### config.mk
export PLATFORM = sky130hd
export DESIGN_NAME = hazard_ctrl_unit
export DESIGN_NICKNAME = d
export VERILOG_FILES = /design/src/rtl/hazard_pkg.sv /design/src/rtl/muldiv_busy_tracker.sv /design/src/rtl/hazard_ctrl_unit.sv
export SDC_FILE = /design/constraint.sdc
export NUM_CORES = 1
export LEC_CHECK = 0
export BUFFER_PORTS_ARGS = -buffer_cell sky130_fd_sc_hd__buf_2
export CORE_AREA = 2 2 92 94
export CTS_CLUSTER_DIAMETER = 60
export DETAILED_ROUTE_END_ITERATION = 6
export DIE_AREA = 0 0 94 96
export PLACE_DENSITY = 0.74
export RECOVER_POWER = 25
export SYNTH_ARGS = -nofsm -noshare
export SYNTH_HDL_FRONTEND = slang
export SYNTH_SLANG_ARGS = --single-unit
### constraint.sdc
create_clock -name clk -period 2.8 [get_ports clk]
set_input_delay 0.56 -clock clk [delete_from_list [all_inputs] [get_ports clk]]
set_output_delay 0.56 -clock clk [all_outputs]
set_load 0.1 [all_outputs]
### src/rtl/hazard_pkg.sv
// hazard_pkg: shared types and constants for the hazard control unit
package hazard_pkg;
   typedef enum logic {IDLE, BUSY} md_state_t;
   localparam logic [4:0] REG_ZERO = 5'd0;
endpackage

### src/rtl/muldiv_busy_tracker.sv
// muldiv_busy_tracker: tracks HI/LO occupancy after a mult/div launches from EX
module muldiv_busy_tracker
   import hazard_pkg::*;
#(
   parameter int MD_LATENCY = 8
) (
   input  logic clk,
   input  logic reset,
   input  logic Ex_MulDiv,
   output logic md_busy
);
   localparam int CW = $clog2(MD_LATENCY + 1);
   md_state_t state;
   logic [CW-1:0] md_cnt;
   // A launch seen while already busy is ignored: no reload, stay BUSY
   always_ff @(posedge clk) begin
      if (reset) begin
         state  <= IDLE;
         md_cnt <= '0;
      end else if (state == IDLE) begin
         if (Ex_MulDiv) begin
            state  <= BUSY;
            md_cnt <= CW'(MD_LATENCY - 1);
         end
      end else if (md_cnt == CW'(1)) begin
         state  <= IDLE;
         md_cnt <= '0;
      end else begin
         md_cnt <= md_cnt - CW'(1);
      end
   end
   assign md_busy = state == BUSY;
endmodule

### src/rtl/hazard_ctrl_unit.sv
// hazard_ctrl_unit: load-use, HI/LO and branch-squash pipeline control with perf counters
module hazard_ctrl_unit
   import hazard_pkg::*;
#(
   parameter int MD_LATENCY = 8,
   parameter int CNT_W      = 32
) (
   input  logic             clk,
   input  logic             reset,
   input  logic [4:0]       ID_rs,
   input  logic [4:0]       ID_rt,
   input  logic             ID_UsesRs,
   input  logic             ID_UsesRt,
   input  logic             ID_UsesHiLo,
   input  logic             ID_MulDiv,
   input  logic             Ex_MemRead,
   input  logic [4:0]       Ex_rt,
   input  logic             Ex_MulDiv,
   input  logic             Ex_BranchTaken,
   output logic             PC_hold,
   output logic             IFID_hold,
   output logic             IFID_flush,
   output logic             stall,
   output logic             flushB,
   output logic             md_busy,
   output logic [CNT_W-1:0] stall_cnt,
   output logic [CNT_W-1:0] flush_cnt
);
   logic busy_q, lu, hl;
   muldiv_busy_tracker #(.MD_LATENCY(MD_LATENCY)) u_md (
      .clk      (clk),
      .reset    (reset),
      .Ex_MulDiv(Ex_MulDiv),
      .md_busy  (busy_q)
   );
   assign lu = Ex_MemRead && Ex_rt != REG_ZERO &&
               ((ID_UsesRs && ID_rs == Ex_rt) || (ID_UsesRt && ID_rt == Ex_rt));
   assign hl = (busy_q || Ex_MulDiv) && (ID_UsesHiLo || ID_MulDiv);
   // A squashed ID instruction need not be stalled, so the branch wins
   assign stall      = !reset && (lu || hl) && !Ex_BranchTaken;
   assign flushB     = !reset && Ex_BranchTaken;
   assign IFID_flush = flushB;
   assign PC_hold    = stall;
   assign IFID_hold  = stall;
   assign md_busy    = !reset && busy_q;
   always_ff @(posedge clk) begin
      if (reset) begin
         stall_cnt <= '0;
         flush_cnt <= '0;
      end else begin
         if (stall && !(&stall_cnt)) stall_cnt <= stall_cnt + CNT_W'(1);
         if (flushB && !(&flush_cnt)) flush_cnt <= flush_cnt + CNT_W'(1);
      end
   end
endmodule

==> impl_metrics.py <==
metrics = {
    "outcome": {
        "status": "finished clean",
    },
    "timing": {
        "hold_viol_final": 0,
        "skew_ns": 0.0116,
        "slew_violations": 0,
        "relSlewSlack_pct": 21.1,
        "timing.fmax_mhz": 386,
        "rsz0062_at_grt": "no",
        "worst_slew_pin_slew_ns": 1.19,
        "post-route-period-util_pct": 92.5,
        "fin_crit_ns": 2.59,
        "setup_ws_ns": 0.210,
        "setup-violations-final": 0,
        "fin_setup_tns_ns": 0,
    },
    "pwr": {
        "pwr_density_cell_nw_per_um2": 515,
        "share_comb_of_total_power_pct": 7.9,
        "clkPwrFrac_pct": 46.8,
        "p_int_mw": 1.69,
        "switching_share_pct": 23.8,
        "switching_power_mw": 0.528,
        "p_seq_share_pct": 45.3,
        "vdd_ir_drop_max_v": 0.000302,
        "p_leak_nw": 1.66,
    },
    "yosys": {
        "ys_types": 52,
        "netlist_top_cells_area": "dfxtp_1, xor2_1, nor2_1",
        "synthFlopType": "dfxtp_1",
        "synthArstFlopShare_pct": 0,
        "synth_nets": 445,
        "ys_warn_count": 0,
        "synth_edf_count": 0,
        "yosys_register_bits": 69,
        "synth_top_area_share_pct": 39.0,
        "ys_seq_area_share_pct": 39.0,
        "avgSynthCellArea_um2": 8.49,
        "yosysTopAreaCell": "dfxtp_1",
        "synth_area_um2": 3540,
        "synthCells": 417,
    },
    "min_path": {
        "hold_depth": 2,
        "hp-class": "register to register",
    },
    "worst_setup_path": {
        "crit_fanout": 6,
        "worstSetupPathType": "input pin to output pin",
        "reg2reg_depth": 6,
        "cp.required_ns": 2.24,
        "critPathArrivalTime_ns": 2.03,
        "cp-start-kind": "input pin",
        "end_kind": "output pin",
    },
    "flow_run": {
        "maxCapViolCount": 0,
    },
    "floorplanning": {
        "core_um2": 8050,
        "die-height_um": 96,
        "dieArea_um2": 9020,
        "initial_core_util_pct": 44.0,
        "num_io_pins": 94,
        "rows": 33,
        "die_w_um": 94,
    },
    "placed_design": {
        "routabilityCongestion": 0.797,
        "port_buffers": 93,
        "pre_cts_slack_ns": 0.195,
        "hpwl_um": 6040,
    },
    "clock_tree": {
        "cts.clk_slew.worst_paths_ns": 0.07,
        "ctsHoldBuffers": 0,
        "cts_sinks": 69,
        "root_buffer": "clkbuf_8",
        "cts_tree": "done",
        "insertion_delay_ns": 0.34,
        "ctsResizeCount": 0,
        "cts_max_path_buffers": 2,
        "postCtsSetupBuffers": 0,
        "htree_levels": 3,
        "cts_buffers": 9,
    },
    "global_routing": {
        "grt_max_degree": 70,
        "grt_use_total_pct": 19.3,
        "grt_pass1_vias": 3142,
        "globalRouteOverflowTotal": 0,
        "antenna_found_initial": 0,
        "grt_pass1_wl_um": 14100,
    },
    "finish": {
        "n_antenna_cell": 0,
        "area_growth_pct": 21.5,
        "drive_above_1_share_pct": 21.0,
        "final_net_count": 537,
    },
    "detailed_routing": {
        "wl_per_cell_um": 13.7,
        "drc": 0,
        "first_iter_violations": 96,
        "ant_nets": 0,
        "num_vias": 3392,
        "drtPass1Iterations": 4,
        "via_per_inst": 5.48,
        "wirelength_um": 8460,
    },
}
[worst max-delay path, cell delays in order]
cell and delay (ns):
buf_2 0.12, or4_1 0.52, o211ai_1 0.18, nand2_1 0.11, and2_2 0.24, buf_2 0.30
[final cells by class]
class | instances | area [um2]
clock buffer | 11 | 151
clock inverter | 5 | 106
fill | 782 | 3750
inverter | 7 | 26.3
multi-input combinational | 321 | 2020
sequential | 69 | 1380
tap | 105 | 131
timing repair buffer | 101 | 488
[power by group through the flow]
stage	clock network [mW]	logic [mW]	registers (mW)
6_report	1.04	0.176	1.00
5_1_grt	1.10	0.191	1.01
4_1_cts	1.05	0.178	1.00
3_3_place_gp	0	0.173	1.03
2_1_floorplan	0	0.112	1.05
3_5_place_dp	0	0.177	1.03
[cells by family after synthesis]
| family | synth area share [%] |
|---|---|
| adder cells (fa/ha/maj) | 1.41 |
| AO/OA/AOI/OAI | 13.3 |
| AND/OR/NAND/NOR | 30.9 |
| flip-flops | 39.0 |
| buffers and inverters | 4.31 |
| multiplexers | 1.20 |
| XOR/XNOR | 9.89 |
[worst paths after layout]
kind,from,to,slack (ns)
worst max-delay path,Ex_rt[1],PC_hold,0.21
worst min register to register,stall_cnt[13],stall_cnt[13],0.50
worst min-delay path,stall_cnt[13],stall_cnt[13],0.50
worst max register to register,stall_cnt[2],stall_cnt[31],0.50
[through the flow]
stage	area [um2]	hold slack, ns	power [mW]	instances	util, %
final	4300	0.501	2.22	619	53.5
after global routing	4300	0.539	2.30	619	53.5
after CTS	4340	0.500	2.24	619	53.9
after detailed placement	4080	0.488	1.20	603	50.7
after global placement	4080	0.472	1.20	603	50.7
after floorplan	3550	0.536	1.16	417	-
[cell usage after synthesis (3+ instances only)]
cell and n:
dfxtp_1 69, nor2_1 45, nand2_1 32, a21oi_1 28, nand3_1 26, xor2_1 23, nand4_1 20, xnor2_1 17
o31ai_1 13, o21ai_0 12, or3_1 12, and2_1 11, or4_1 11, and4_1 9, clkbuf_1 9, and3_1 7
inv_1 7, nor3_1 6, nor2b_1 5, buf_2 4, ha_1 4, a211oi_1 3, a31oi_1 3, buf_4 3
or2_2 3
[state kept, by name (all words and copies together), names as in the netlist]
register	flops
flush_cnt	32
stall_cnt	32
u_md.md_cnt	4
u_md.md_busy	1
[layout by cell type, fill, tap and decap left out, types with 4 or more instances in the layout]
cell type	synthesis	layout
a21oi_1	28	28
and2_1	11	10
and3_1	7	7
and4_1	9	9
buf_2	4	63
buf_4	3	8
clkbuf_1	9	30
clkbuf_8	2	11
dfxtp_1	69	67
ha_1	4	4
inv_1	7	7
nand2_1	32	32
nand3_1	26	26
nand4_1	20	20
nor2_1	45	45
nor2b_1	5	4
nor3_1	6	6
o21ai_0	12	12
o31ai_1	13	13
or3_1	12	12
or4_1	11	11
xnor2_1	17	17
xor2_1	23	23
[per-layer routing]
metal	vias to the layer above	global-route usage, %	share of wire [%]
met1	1608	23.5	46
met5	-	0	0
li1	1697	-	-
met2	77	34.3	49
met3	10	3.84	4.4
met4	0	6.40	1.3
Power figures use the tool's default switching activity.
